==> src/rtl/conv_pkg.sv <==
// Shared types and defaults for the convolutor job driver.
// Holds default widths, the FSM state enum and the job struct.
package conv_pkg;

    localparam int OP_W_DEF       = 6;
    localparam int RES_W_DEF      = 4;
    localparam int LATENCY_DEF    = 8;
    localparam int FIFO_DEPTH_DEF = 4;

    typedef enum logic [2:0] {
        IDLE,
        LAUNCH,
        WAIT,
        CAPTURE,
        HOLD
    } state_t;

    // Operand pair as it appears on the convolutor bus: {b, a}.
    typedef struct packed {
        logic [OP_W_DEF-1:0] b;
        logic [OP_W_DEF-1:0] a;
    } job_t;

endpackage

==> src/rtl/conv_job_fifo.sv <==
// Synchronous job FIFO, power-of-2 depth, async active-high reset.
// Ports: clk, reset, push/wdata, pop/rdata, full, empty, count.
module conv_job_fifo #(
    parameter int DEPTH = 4,
    parameter int WIDTH = 12,
    localparam int AW = $clog2(DEPTH),
    localparam int CW = AW + 1
) (
    input  logic             clk,
    input  logic             reset,
    input  logic             push,
    input  logic [WIDTH-1:0] wdata,
    input  logic             pop,
    output logic [WIDTH-1:0] rdata,
    output logic             full,
    output logic             empty,
    output logic [CW-1:0]    count
);

    logic [WIDTH-1:0] mem [DEPTH];
    logic [AW-1:0]    wr_ptr;
    logic [AW-1:0]    rd_ptr;
    logic [CW-1:0]    cnt_q;
    logic             do_push;
    logic             do_pop;

    assign full    = (cnt_q == CW'(DEPTH));
    assign empty   = (cnt_q == '0);
    assign count   = cnt_q;
    assign rdata   = mem[rd_ptr];
    assign do_push = push && !full;
    assign do_pop  = pop && !empty;

    // Pointers wrap naturally because DEPTH is a power of two.
    always_ff @(posedge clk or posedge reset) begin
        if (reset) begin
            wr_ptr <= '0;
            rd_ptr <= '0;
            cnt_q  <= '0;
        end else begin
            if (do_push) wr_ptr <= wr_ptr + AW'(1);
            if (do_pop)  rd_ptr <= rd_ptr + AW'(1);
            unique case ({do_push, do_pop})
                2'b10:   cnt_q <= cnt_q + CW'(1);
                2'b01:   cnt_q <= cnt_q - CW'(1);
                default: cnt_q <= cnt_q;
            endcase
        end
    end

    always_ff @(posedge clk) begin
        if (do_push) mem[wr_ptr] <= wdata;
    end

endmodule

==> src/rtl/conv_job_driver.sv <==
// Host-side initiator for the AND-popcount convolutor: queues jobs,
// launches each one, waits LATENCY cycles and returns the result.
// Ports: clk, reset (async, high); job_valid/job_ready/job_a/job_b;
// conv_operands {B,A}, conv_start, conv_result; res_valid/res_ready/
// res_data; busy; mismatch. Optional CONV_CHECK_EN adds a result
// checker that sets the sticky mismatch flag.
module conv_job_driver
    import conv_pkg::*;
#(
    parameter int OP_W       = OP_W_DEF,
    parameter int RES_W      = RES_W_DEF,
    parameter int LATENCY    = LATENCY_DEF,
    parameter int FIFO_DEPTH = FIFO_DEPTH_DEF
) (
    input  logic              clk,
    input  logic              reset,
    input  logic              job_valid,
    output logic              job_ready,
    input  logic [OP_W-1:0]   job_a,
    input  logic [OP_W-1:0]   job_b,
    output logic [2*OP_W-1:0] conv_operands,
    output logic              conv_start,
    input  logic [RES_W-1:0]  conv_result,
    output logic              res_valid,
    input  logic              res_ready,
    output logic [RES_W-1:0]  res_data,
    output logic              busy,
    output logic              mismatch
);

    localparam int JW   = 2 * OP_W;
    localparam int CW   = $clog2(FIFO_DEPTH) + 1;
    localparam int CNTW = $clog2(LATENCY + 1);

    state_t            state_q;
    state_t            state_d;
    logic [CNTW-1:0]   cnt_q;
    logic [CNTW-1:0]   cnt_d;
    logic [JW-1:0]     ops_q;
    logic [JW-1:0]     ops_d;
    logic              load_ops;
    logic [RES_W-1:0]  res_data_q;
    logic              res_valid_q;

    logic              fifo_push;
    logic              fifo_pop;
    logic [JW-1:0]     fifo_rdata;
    logic              fifo_full;
    logic              fifo_empty;
    logic [CW-1:0]     fifo_count;

    assign job_ready = !fifo_full;
    assign fifo_push = job_valid && job_ready;
    assign fifo_pop  = (state_q == CAPTURE);

    conv_job_fifo #(
        .DEPTH (FIFO_DEPTH),
        .WIDTH (JW)
    ) u_fifo (
        .clk   (clk),
        .reset (reset),
        .push  (fifo_push),
        .wdata ({job_b, job_a}),
        .pop   (fifo_pop),
        .rdata (fifo_rdata),
        .full  (fifo_full),
        .empty (fifo_empty),
        .count (fifo_count)
    );

    // A HOLD->LAUNCH taken on a same-cycle push into an empty FIFO
    // has no head yet, so the incoming job is forwarded directly.
    assign ops_d = fifo_empty ? {job_b, job_a} : fifo_rdata;

    always_comb begin
        state_d  = state_q;
        cnt_d    = cnt_q;
        load_ops = 1'b0;
        unique case (state_q)
            IDLE: begin
                if (!fifo_empty) begin
                    state_d  = LAUNCH;
                    load_ops = 1'b1;
                end
            end
            LAUNCH: begin
                state_d = WAIT;
                cnt_d   = CNTW'(LATENCY - 1);
            end
            WAIT: begin
                if (cnt_q == '0) state_d = CAPTURE;
                else             cnt_d   = cnt_q - CNTW'(1);
            end
            CAPTURE: begin
                state_d = HOLD;
            end
            HOLD: begin
                if (res_ready) begin
                    if (!fifo_empty || fifo_push) begin
                        state_d  = LAUNCH;
                        load_ops = 1'b1;
                    end else begin
                        state_d = IDLE;
                    end
                end
            end
            default: state_d = IDLE;
        endcase
    end

    always_ff @(posedge clk or posedge reset) begin
        if (reset) begin
            state_q     <= IDLE;
            cnt_q       <= '0;
            ops_q       <= '0;
            res_data_q  <= '0;
            res_valid_q <= 1'b0;
        end else begin
            state_q <= state_d;
            cnt_q   <= cnt_d;
            if (load_ops) ops_q <= ops_d;
            if (state_q == CAPTURE) begin
                res_data_q  <= conv_result;
                res_valid_q <= 1'b1;
            end else if (res_valid_q && res_ready) begin
                res_valid_q <= 1'b0;
            end
        end
    end

    // The convolutor is held in reset whenever the driver is.
    assign conv_start    = reset || (state_q == LAUNCH);
    assign conv_operands = ops_q;
    assign res_valid     = res_valid_q;
    assign res_data      = res_data_q;
    assign busy          = (state_q != IDLE) || (fifo_count != '0);

`ifdef CONV_CHECK_EN
    logic [RES_W-1:0] ref_res;
    logic             mismatch_q;

    always_comb begin
        ref_res = '0;
        for (int i = 0; i < OP_W; i++) begin
            ref_res = ref_res + RES_W'(ops_q[i] & ops_q[OP_W+i]);
        end
    end

    always_ff @(posedge clk or posedge reset) begin
        if (reset) begin
            mismatch_q <= 1'b0;
        end else if (state_q == CAPTURE && conv_result != ref_res) begin
            mismatch_q <= 1'b1;
        end
    end

    assign mismatch = mismatch_q;
`else
    assign mismatch = 1'b0;
`endif

endmodule
==> config.mk <==
export PLATFORM = sky130hd
export DESIGN_NAME = conv_job_driver
export DESIGN_NICKNAME = d
export VERILOG_FILES = /design/src/rtl/conv_pkg.sv /design/src/rtl/conv_job_fifo.sv /design/src/rtl/conv_job_driver.sv
export SDC_FILE = /design/constraint.sdc
export NUM_CORES = 1
export LEC_CHECK = 0
export BUFFER_PORTS_ARGS = -buffer_cell sky130_fd_sc_hd__buf_4
export CELL_PAD_IN_SITES_DETAIL_PLACEMENT = 1
export CELL_PAD_IN_SITES_GLOBAL_PLACEMENT = 1
export CORE_ASPECT_RATIO = 0.9
export CORE_UTILIZATION = 51
export CTS_CLUSTER_DIAMETER = 50
export DETAILED_ROUTE_END_ITERATION = 8
export PLACE_DENSITY_LB_ADDON = 0.1
export SYNTH_ARGS = -nofsm -noshare
export SYNTH_HDL_FRONTEND = slang
export SYNTH_SLANG_ARGS = --single-unit
==> constraint.sdc <==
create_clock -name clk -period 4.5 [get_ports clk]
set_clock_uncertainty 0.15 [all_clocks]
set_input_delay 0.45 -clock clk [delete_from_list [all_inputs] [get_ports clk]]
set_output_delay 0.45 -clock clk [all_outputs]
set_load 0.1 [all_outputs]
## Word level (Yosys, flattened, before mapping)

Memories as Yosys holds them, arrays and structs flattened.
Cells that the tools add are included.

| word-level totals | value |
|---|---|
| register bits after elaboration | 31 |
| latch bits | 0 |
| RAM bits | 48 |
| ROM bits | 0 |
| bits of input ports | 20 |
| output and inout bits | 21 |
| word-level logic and storage cells | 61 |
| memories | 1 |

Memory list:

| memory | words | width | read ports | clocked after memory_dff | write ports | RTL line | RTL |
|---|---|---|---|---|---|---|---|
| u_fifo.mem | 4 | 12 | 1 | 0 | 1 | conv_job_fifo.sv:20 | `logic [WIDTH-1:0] mem [DEPTH];` |

| operators by class | value |
|---|---|
| $add $sub $neg | 5 |
| multipliers | 0 |
| divide/modulo/power cells | 0 |
| magnitude comparators | 0 |
| equal/unequal tests | 11 |
| shift-type cells | 0 |
| muxes and demuxes | 17 |
| bitwise operators | 0 |
| reductions and logical operators | 19 |

Operators by type and width:

| cell | count |
|---|---|
| $pmux W3 S5 | 1 |
| $mux W12 | 1 |
| $mux W3 | 3 |
| $mux W1 | 8 |
| $ne A2 B2 Y1 const B | 4 |
| $pmux W4 S2 | 1 |
| $eq A3 B2 Y1 const B | 2 |
| $eq A3 B3 Y1 const B | 2 |
| $logic_not A3 Y1 | 2 |
| $pmux W3 S2 | 1 |
| $reduce_bool A2 Y1 | 3 |
| $reduce_bool A3 Y1 | 2 |
| $add A2 B1 Y2 const B | 2 |
| $logic_and A1 B1 Y1 | 4 |
| $logic_not A4 Y1 | 1 |
| $mux W4 | 1 |
| $sub A4 B1 Y4 const B | 1 |
| $add A3 B1 Y3 const B | 1 |
| $eq A3 B1 Y1 const B | 1 |
| $logic_or A1 B1 Y1 | 3 |
| $reduce_and A3 Y1 | 1 |
| $sub A3 B1 Y3 const B | 1 |
| $eq A2 B1 Y1 const B | 1 |
| $eq A2 B2 Y1 const B | 1 |
| 3 further kinds | 4 |

## Longest topological paths before layout

Gate-level depths: netlist of the first run.

| logic depth | value |
|---|---|
| depth in word-level cells | 7 |
| mapped depth | 9 |
| gate-level depth less buffers | 9 |

## Modules after synthesis

Synthesis of the first run repeated with hierarchy kept, for this count alone.

| unflattened totals | value |
|---|---|
| cells, all modules | 234 |
| area, all modules | 3,440.8 µm² |

Modules (own cells, without submodules):

| module | instances | cells each | area an instance (µm²) | sequential area each (µm²) |
|---|---|---|---|---|
| conv_job_fifo | 1 | 101 | 2,192.1 | 1,616.6 |
| conv_job_driver | 1 | 133 | 1,248.7 | 600.6 |

## Worst setup path before layout of the first run

No wires, ideal clock.

| timing | value |
|---|---|
| path kind | input port to output port |
| from | input reset |
| to | output conv_start |
| arrival | 1.949 ns |
| data required time | 3.900 ns |
| slack | 1.951 ns |
| stages | 2 |
| buffers on the path | 0 |
| cell sequence | inv_1 nand2_1 |

| on the way | value |
|---|---|
| cells in the longest elaborated chain, start to end | 1 |

RTL lines:

| what | RTL line | RTL |
|---|---|---|
| from (decl) | conv_job_driver.sv:16 | `input logic reset,` |
| $logic_or A1 B1 Y1 | conv_job_driver.sv:132 | `assign conv_start = reset \|\| (state_q == LAUNCH);` |
| to (decl) | conv_job_driver.sv:22 | `output logic conv_start,` |

Every way passes these cells.

## Worst setup path in the final report of the first run

| timing | value |
|---|---|
| from | register state_q[0] |
| to | output busy |

| on the way | value |
|---|---|
| cells in the longest elaborated chain, start to end | 2 |

RTL lines:

| what | RTL line | RTL |
|---|---|---|
| from (decl) | conv_job_driver.sv:35 | `state_t state_q;` |
| from (signal assigned) | conv_job_driver.sv:119 | `state_q <= state_d;` |
| $reduce_bool A3 Y1 | conv_job_driver.sv:136 | `assign busy = (state_q != IDLE) \|\| (fifo_count != '0);` |
| $logic_or A1 B1 Y1 | conv_job_driver.sv:136 |  |
| to (decl) | conv_job_driver.sv:27 | `output logic busy,` |

Every way passes these cells.

==> flow_summary.json, run 1 <==
{
  "synth.ff_latch_count": 79,
  "diodes": 0,
  "synthesis.area_um2": 3440,
  "syn_area_per_cell_um2": 14.83,
  "worstReg2RegStart": "state_q[2]",
  "yosys_warnings": 0,
  "clk-insertion-delay-late_ns": 0.35,
  "antenna_found_initial": 0,
  "crit_type": "flip-flop to output port",
  "grt_max_degree": 33,
  "core_um2": 6551,
  "grt_first_pass_wirelength_um": 11990,
  "die_height_um": 79.91,
  "cp_slowest_cell": "or2_0",
  "async_flop_share": 0.3924,
  "initial_utilization": 0.5250,
  "portBuffers": 39,
  "detail-route-antenna-nets": 0,
  "dieArea_um2": 7077,
  "nets": 295,
  "setup_viol_count_final": 0,
  "cp-startpoint": "state_q[0]",
  "yosysSeqAreaShare": 0.6446,
  "grt_usage": 0.2379,
  "clkSlewWorstSetupHoldPaths_ns": 0.08,
  "cts_buffers": 9,
  "cp.arrival_ns": 2.20,
  "vias": 2083,
  "synth_nets": 259,
  "cts_max_path_buffers": 2,
  "grt_use_met1": 0.2924,
  "synth-edff-count": 48,
  "grt_use_met3": 0.05791,
  "cts_resized": 0,
  "rsz0062_at_grt": "no",
  "cts_tree": "built",
  "synthCells": 232,
  "route.detailed.drc": 0,
  "hold_viol": 0,
  "synth_common_cells": "edfxtp_1, dfrtp_1, inv_1",
  "hold_buffers": 0,
  "endpoint": "busy",
  "rr_worst_depth": 8,
  "netlist_top_cells_area": "edfxtp_1, dfrtp_1, mux4_2",
  "multiInputGateArea_um2": 1051,
  "fmax_ghz": 0.3567,
  "top_usage_layer": "met2",
  "wl_um": 7369,
  "viasPerCell": 5.738,
  "io_pins": 41,
  "drv_slew": 0,
  "nFillCells": 671,
  "tns_ns": 0,
  "cp_max_fo": 15,
  "drt_iter0_markers": 116,
  "critical_path.cell_chain": "or2_0, or3_1, buf_4",
  "ys.flop_type": "edfxtp_1",
  "gp_congestion": 0.6715,
  "r2r_end": "u_fifo.count[2]",
  "h-tree-depth": 3,
  "use_met2": 0.4100,
  "drive_gt1_frac": 0.3004,
  "dr.pass1.iters": 4,
  "cp.required_ns": 3.90,
  "yosysMostFrequentCell": "edfxtp_1",
  "hold_path_class": "primary input to async pin",
  "cts-root-buf": "clkbuf_8",
  "yosysTopAreaCell": "edfxtp_1",
  "synth_top_area_share": 0.4191,
  "globalRouteOverflowTotal": 0,
  "status": "complete, no violations",
  "ff2ff_setup_slack_ns": 1.95,
  "drv_cap": 0,
  "rows": 28,
  "finalCriticalPeriod_ns": 2.804,
  "die_w_um": 88.57,
  "hpwlAfterDp_um": 4842,
  "crit_path_max_incr_delay_ns": 0.79,
  "tightest_slew_ns": 1.033,
  "numClockSinks": 79,
  "relSlewSlack": 0.3096,
  "endpoint_kind": "output port",
  "layout.area.seq_um2": 2217,
  "area_growth_syn_to_layout_pct": 15.82,
  "post_cts_buffers": 0,
  "ys_types": 42,
  "startpoint_type": "flip-flop",
  "avgRoutedWirePerCell_um": 20.30,
  "grt_pass1_vias": 2282,
  "min_period_over_period": 0.6230
}
==> flip-flops by register name, summed over array words and instances (netlist names) <==
name	cells
u_fifo.rd_ptr	2
cnt_q	4
u_fifo.mem	48
u_fifo.count	3
u_fifo.wr_ptr	2
res_valid	1
state_q	3
res_data	4
conv_operands	12
==> critical path, delay by kind of cell, from the launching register on <==
kind          cells  cell delay, ns
buf+inv           1            0.29
flops             1            0.55
simple gates      2            1.01
==> cell type report <==
cell class,count,share of cell area
Clock buffer,10,0.03204
Tap cell,90,0.02827
Multi-Input combinational cell,114,0.2638
Clock inverter,6,0.02136
Sequential cell,79,0.5565
Timing Repair Buffer,40,0.07538
Inverter,24,0.02261
==> cells by family after synthesis <==
| kind of cell | after synthesis | share of synthesized area |
|---|---|---|
| other cells | 1 | 0.001090 |
| flops | 79 | 0.6446 |
| fa+ha+maj | 7 | 0.02765 |
| buf+inv | 39 | 0.04984 |
| compound gates | 35 | 0.07676 |
| xor+xnor | 7 | 0.01783 |
| simple gates | 45 | 0.08040 |
| mux | 19 | 0.1019 |
==> through the flow <==
| stage | util | hold WS, ns | cell area (um^2) | instances | worst slack [ns] |
|---|---|---|---|---|---|
| floorplan | - | 0.3232 | 3440 | 232 | 1.951 |
| global placement | 0.5756 | 0.3465 | 3771 | 347 | 2.082 |
| detailed placement | 0.5756 | 0.3495 | 3771 | 347 | 1.937 |
| CTS | 0.6081 | 0.04908 | 3984 | 363 | 1.665 |
| global route | 0.6081 | 0.06829 | 3984 | 363 | 1.558 |
| finish | 0.6081 | 0.03798 | 3984 | 363 | 1.696 |
==> layer usage <==
metal | part of all wire | vias to the layer above | wire length (um)
met5 | 0 | - | 0
met4 | 0.012 | 0 | 92
met3 | 0.046 | 10 | 338
met2 | 0.52 | 49 | 3819
met1 | 0.42 | 1078 | 3119
li1 | - | 946 | -
==> worst min path at each step <==
stage	startpoint	cells past startpoint	endpoint	slack, ns
floorplan	cnt_q[0]	1	cnt_q[0]	0.32
global placement	res_data[2]	1	res_data[2]	0.35
detailed placement	res_data[3]	1	res_data[3]	0.35
CTS	reset	3	cnt_q[3]	0.05
global route	reset	3	cnt_q[3]	0.07
finish	reset	3	cnt_q[3]	0.04
==> cell usage in the layout, fill, tap and decap left out, types with 2 or more instances in the layout <==
cell type  Yosys  layout
o21ai_0        3       3
ha_1           6       6
xnor2_1        3       3
mux2_2         4       4
nor3_2         3       3
a31oi_1       13      13
a221oi_1      12      12
and3_2         4       4
inv_1         24      24
o31a_1         2       2
clkbuf_8       0       9
xor2_1         4       4
mux4_2        12      12
edfxtp_1      48      48
nor2_1         7       7
bufinv_16      0       2
dfrtp_1       31      31
nor3_1        13      13
nand2b_1       2       2
nor3b_1        4       4
mux2i_1        2       2
buf_4          2      40
nand2_1        2       2
Power of run 1 is left out: the tool's default activity adds up to more than one toggle a clock period on the data nets, which glitch-free logic cannot reach.
==> run 2: changes to the inputs <==
--- a/config.mk
+++ b/config.mk
@@ -9,7 +9,7 @@
 export CELL_PAD_IN_SITES_DETAIL_PLACEMENT = 1
 export CELL_PAD_IN_SITES_GLOBAL_PLACEMENT = 1
 export CORE_ASPECT_RATIO = 0.9
-export CORE_UTILIZATION = 51
+export CORE_UTILIZATION = 48
 export CTS_CLUSTER_DIAMETER = 50
 export DETAILED_ROUTE_END_ITERATION = 8
 export PLACE_DENSITY_LB_ADDON = 0.1
==> constraint.sdc (replaced) <==
create_clock -name clk -period 2.8 [get_ports clk]
set_clock_uncertainty 0.15 [all_clocks]
set_input_delay 0.28 -clock clk [delete_from_list [all_inputs] [get_ports clk]]
set_output_delay 0.28 -clock clk [all_outputs]
set_load 0.1 [all_outputs]
==> run 2 against run 1 <==
Highest routed layer unchanged. Critical endpoint is now u_fifo.count[2]. Hold slack lost 0.025 ns. Register-to-register slack worse by 1.6 ns. Global-route usage down 0.63 points. Critical path depth is 6 higher. Core utilization rose by 1.6 points.
==> flow_summary.json, run 2 (same netlist as run 1, synthesis figures left out) <==
{
  "status": "complete, no violations",
  "dieArea_um2": 7509,
  "cp_max_fo": 6,
  "hpwlAfterDp_um": 4852,
  "tns_ns": 0,
  "drv_slew": 0,
  "antenna_found_initial": 0,
  "top_register": "u_fifo.mem",
  "cts_tree": "built",
  "min_period_over_period": 0.8809,
  "relSlewSlack": 0.5569,
  "detail-route-antenna-nets": 0,
  "routedLengthMet1_um": 3432,
  "cp.required_ns": 2.92,
  "drt_iter0_markers": 101,
  "cts_resized": 0,
  "top_layer_used": "met4",
  "instances_no_fill": 384,
  "rsz0062_at_grt": "no",
  "grt_max_degree": 32,
  "hold_viol": 0,
  "setup_viol_count_final": 0,
  "nets": 316,
  "route.detailed.drc": 0,
  "cp.arrival_ns": 2.59,
  "core_um2": 6761,
  "dp.cells": 353,
  "largest_reg_flops": 48,
  "wl_um": 7750,
  "cts_max_path_buffers": 2,
  "vias": 2156,
  "avgRoutedWirePerCell_um": 20.18,
  "cts-root-buf": "clkbuf_8",
  "startpoint_type": "flip-flop",
  "drive_gt1_frac": 0.2993,
  "cts_buffers": 9,
  "wl_met2_um": 3894,
  "initial_utilization": 0.5087,
  "dr.pass1.iters": 4,
  "final_common_cell": "edfxtp_1",
  "drv_cap": 0,
  "post_cts_buffers": 0,
  "hold_start": "conv_result[0]",
  "globalRouteOverflowTotal": 0,
  "cp-startpoint": "u_fifo.count[2]",
  "die_height_um": 82.31,
  "numClockSinks": 79,
  "nFillCells": 638,
  "tightest_slew_ns": 0.6647,
  "worstReg2RegStart": "u_fifo.count[2]",
  "dr_wl_met3_um": 379,
  "fmax_ghz": 0.4054,
  "io_pins": 41,
  "die_w_um": 91.23,
  "gp_congestion": 0.7195,
  "grt_first_pass_wirelength_um": 12390,
  "clkSlewWorstSetupHoldPaths_ns": 0.08,
  "finalCriticalPeriod_ns": 2.467,
  "grt_pass1_vias": 2314,
  "viasPerCell": 5.615,
  "area_growth_syn_to_layout_pct": 22.59,
  "hold_path_class": "primary input to flip-flop",
  "endpoint_kind": "flip-flop",
  "rows": 28,
  "layout_common_cells": "edfxtp_1, buf_4, dfrtp_1",
  "grt_usage": 0.2316,
  "diodes": 0,
  "crit_type": "flip-flop to flip-flop",
  "clk-insertion-delay-late_ns": 0.35,
  "h-tree-depth": 3,
  "utilization": 0.6236,
  "hold_buffers": 13,
  "portBuffers": 39
}
## run 2: cell count changes in the layout (fill, tap and decap cells not counted)
cell and change:
buf_4 +5, clkinv_2 -1, dlygate4sd3_1 +15, bufinv_16 +1, buf_12 +1
## run 2: worst paths after layout
kind / end / slack, ns / depth (start not counted)
setup reg to reg: u_fifo.count[2] / 0.33 / 9
max in group asynchronous: u_fifo.rd_ptr[0] / 1.75 / 4
hold reg to reg: res_data[1] / 0.36 / 1
min in group asynchronous: conv_operands[5] / 0.45 / 4
hold / removal: res_data[0] / 0.01 / 2
setup / recovery: u_fifo.count[2] / 0.33 / 9
## run 2: stage by stage
stage	hold WS [ns]	setup WS [ns]	instance area, um^2
2_1_floorplan	0.2289	0.3281	3440
3_3_place_gp	0.2733	0.4813	3829
3_5_place_dp	0.2908	0.4089	3829
4_1_cts	0.001651	0.3304	4197
5_1_grt	0.0004233	0.2366	4217
6_report	0.01339	0.3334	4217
## run 2: critical path, stage by stage (launching register included)
cell	delay [ns]
dfrtp_1	0.48
or3b_4	0.45
and2_4	0.19
inv_1	0.05
ha_1	0.18
inv_1	0.06
fa_1	0.37
xor2_1	0.15
nor2_1	0.13
xor2_1	0.16
## run 2: area by class of cell
class | instances | area, um^2 | area share
Sequential cell | 79 | 2217 | 0.5258
Multi-Input combinational cell | 114 | 1051 | 0.2493
Clock inverter | 6 | 110.1 | 0.02611
Clock buffer | 10 | 127.6 | 0.03027
Timing Repair Buffer | 61 | 508.0 | 0.1205
Inverter | 24 | 90.09 | 0.02137
Tap cell | 90 | 112.6 | 0.02671
## run 2: metal layers
layer | GRT usage | vias to the layer above
met5 | 0 | -
met4 | 0.05714 | 0
met3 | 0.05861 | 5
met2 | 0.4015 | 55
met1 | 0.2980 | 1109
li1 | - | 987
Power of run 2 is left out for the same reason.
==> run 3: changes to the inputs <==
--- a/config.mk
+++ b/config.mk
@@ -5,14 +5,16 @@
 export SDC_FILE = /design/constraint.sdc
 export NUM_CORES = 1
 export LEC_CHECK = 0
+export ABC_AREA = 1
 export BUFFER_PORTS_ARGS = -buffer_cell sky130_fd_sc_hd__buf_4
 export CELL_PAD_IN_SITES_DETAIL_PLACEMENT = 1
 export CELL_PAD_IN_SITES_GLOBAL_PLACEMENT = 1
 export CORE_ASPECT_RATIO = 0.9
-export CORE_UTILIZATION = 48
+export CORE_UTILIZATION = 45
 export CTS_CLUSTER_DIAMETER = 50
 export DETAILED_ROUTE_END_ITERATION = 8
 export PLACE_DENSITY_LB_ADDON = 0.1
+export REMOVE_ABC_BUFFERS = 1
 export SYNTH_ARGS = -nofsm -noshare
 export SYNTH_HDL_FRONTEND = slang
 export SYNTH_SLANG_ARGS = --single-unit
==> run 3 against run 2 <==
Setup slack better by 0.12 ns. Critical path depth stayed put. Cell count up 33%. Routed wire length up 6.2%. Synthesized cell count increased by 50%. Design area is 1.2% higher. Sequential share of layout area shrank 0.63 points. Critical path type unchanged.
==> flow_summary.json, run 3 <==
{
  "dr.pass1.iters": 4,
  "tightest_slew_ns": 0.5825,
  "cp-startpoint": "state_q[2]",
  "cp.required_ns": 2.89,
  "avgRoutedWirePerCell_um": 16.18,
  "synth.ff_latch_count": 79,
  "h-tree-depth": 3,
  "hold_path_class": "primary input to flip-flop",
  "nets": 435,
  "synth_top_area_share": 0.4071,
  "holdPathStages": 4,
  "top_register": "u_fifo.mem",
  "cts_buffers": 9,
  "synthCells": 348,
  "largest_reg_flops": 48,
  "route.detailed.drc": 0,
  "grt_max_degree": 32,
  "diodes": 0,
  "startpoint_type": "flip-flop",
  "yosys_warnings": 0,
  "grt_usage": 0.2225,
  "final_area_um2": 4268,
  "drv_slew": 0,
  "synth_common_cells": "nand2_1, nand3_1, edfxtp_1",
  "use_met2": 0.3870,
  "cp.arrival_ns": 2.44,
  "post_cts_buffers": 0,
  "ys.flop_type": "edfxtp_1",
  "finalCriticalPeriod_ns": 2.342,
  "setup_viol_count_final": 0,
  "worstReg2RegStart": "state_q[2]",
  "final_common_cell": "nand2_1",
  "hpwlAfterDp_um": 5246,
  "drt_iter0_markers": 115,
  "r2r_end": "u_fifo.count[2]",
  "cp_max_fo": 6,
  "cts_resized": 0,
  "dieArea_um2": 8228,
  "drive_gt1_frac": 0.2155,
  "relSlewSlack": 0.6117,
  "yosysTopAreaCell": "edfxtp_1",
  "rows": 30,
  "grt_first_pass_wirelength_um": 13280,
  "core_um2": 7582,
  "fmax_ghz": 0.4269,
  "globalRouteOverflowTotal": 0,
  "viasPerCell": 5.012,
  "crit_type": "flip-flop to flip-flop",
  "top_usage_layer": "met2",
  "endpoint_kind": "flip-flop",
  "synth-edff-count": 48,
  "yosys.area_share.adder": 0.02686,
  "cts_tree": "built",
  "yosysSeqAreaShare": 0.6261,
  "rr_worst_depth": 9,
  "syn_area_per_cell_um2": 10.17,
  "gp_congestion": 0.7109,
  "synth_compound_area_frac": 0.009894,
  "synthMuxAreaShare": 0,
  "hold_path_end": "res_valid",
  "status": "complete, no violations",
  "nFillCells": 858,
  "min_period_over_period": 0.8365,
  "vias": 2551,
  "clkSlewWorstSetupHoldPaths_ns": 0.08,
  "wl_um": 8234,
  "cts_max_path_buffers": 2,
  "tns_ns": 0,
  "synth_xor_area_frac": 0.009894,
  "hold_buffers": 17,
  "layout_common_cells": "nand2_1, nand3_1, edfxtp_1",
  "netlist_top_cells_area": "edfxtp_1, dfrtp_1, nand2_1",
  "drv_cap": 0,
  "numClockSinks": 79,
  "ff2ff_setup_slack_ns": 0.46,
  "synthSimpleGateAreaFrac": 0.2746,
  "grt_use_met1": 0.2755,
  "grt_pass1_vias": 2631,
  "cts-root-buf": "clkbuf_8",
  "initial_utilization": 0.4670,
  "yosysMostFrequentCell": "nand2_1",
  "grt_use_met3": 0.05053,
  "clk-insertion-delay-late_ns": 0.36,
  "hold_start": "res_ready",
  "detail-route-antenna-nets": 0,
  "synthesis.area_um2": 3541,
  "dpl_cell_area_um2": 3910,
  "rsz0062_at_grt": "no",
  "portBuffers": 39,
  "synth_top_family_by_area": "simple AND/OR/NAND/NOR gates",
  "antenna_found_initial": 0,
  "io_pins": 41,
  "die_height_um": 86.16,
  "async_flop_share": 0.3924,
  "ys_types": 28,
  "hold_viol": 0,
  "die_w_um": 95.51,
  "area_growth_syn_to_layout_pct": 20.53
}
run 3: metrics by stage:
stage	util	hold slack [ns]	cells	worst slack, ns
finish	0.5629	0.04728	509	0.4577
global route	0.5629	0.08032	509	0.3303
CTS	0.5629	0.04753	509	0.4507
detailed placement	0.5157	0.3141	476	0.4493
global placement	0.5157	0.3072	476	0.5724
floorplan	-	0.2289	335	0.03839
run 3: final cells by class:
cell class / instances / area [um^2] / share of cell area
flip-flops and latches: 79 / 2217 / 0.5195
multi-input cells: 231 / 1141 / 0.2674
repair buffers: 62 / 508.0 / 0.1190
clock buffers: 10 / 127.6 / 0.02990
well taps: 96 / 120.1 / 0.02814
inverters: 25 / 93.84 / 0.02199
clock inverters: 6 / 60.06 / 0.01407
run 3: how the worst max path moves through the flow:
stage | cells after the start | slack (ns) | end
after floorplan | 9 | 0.04 | u_fifo.count[2]
after global placement | 9 | 0.57 | u_fifo.count[2]
after detailed placement | 9 | 0.45 | u_fifo.count[2]
after CTS | 9 | 0.45 | u_fifo.count[2]
after global routing | 9 | 0.33 | u_fifo.count[2]
final | 9 | 0.46 | u_fifo.count[2]
run 3: logic make-up (layout without fill, tap and decap cells):
group / after synthesis / after routing
fa+ha+maj: 7 / 7
compound gates: 7 / 7
xor+xnor: 4 / 4
flops: 79 / 79
simple gates: 212 / 212
buf+inv: 38 / 103
other cells: 1 / 1
run 3: worst max-delay path, stage by stage, from the launching register on:
cell and delay [ns]:
dfrtp_1 0.45, nor3_4 0.33, nand2_1 0.15, clkinv_1 0.10, ha_1 0.14, inv_1 0.07, fa_1 0.40, a21oi_1 0.15
o21ai_0 0.12, xor2_1 0.16
run 3: layer usage:
metal  vias up  wire, um
met2        52      4165
met3         9       376
li1       1247         -
met4         0        94
met1      1243      3598
met5         -         0
Power of run 3 is left out for the same reason.
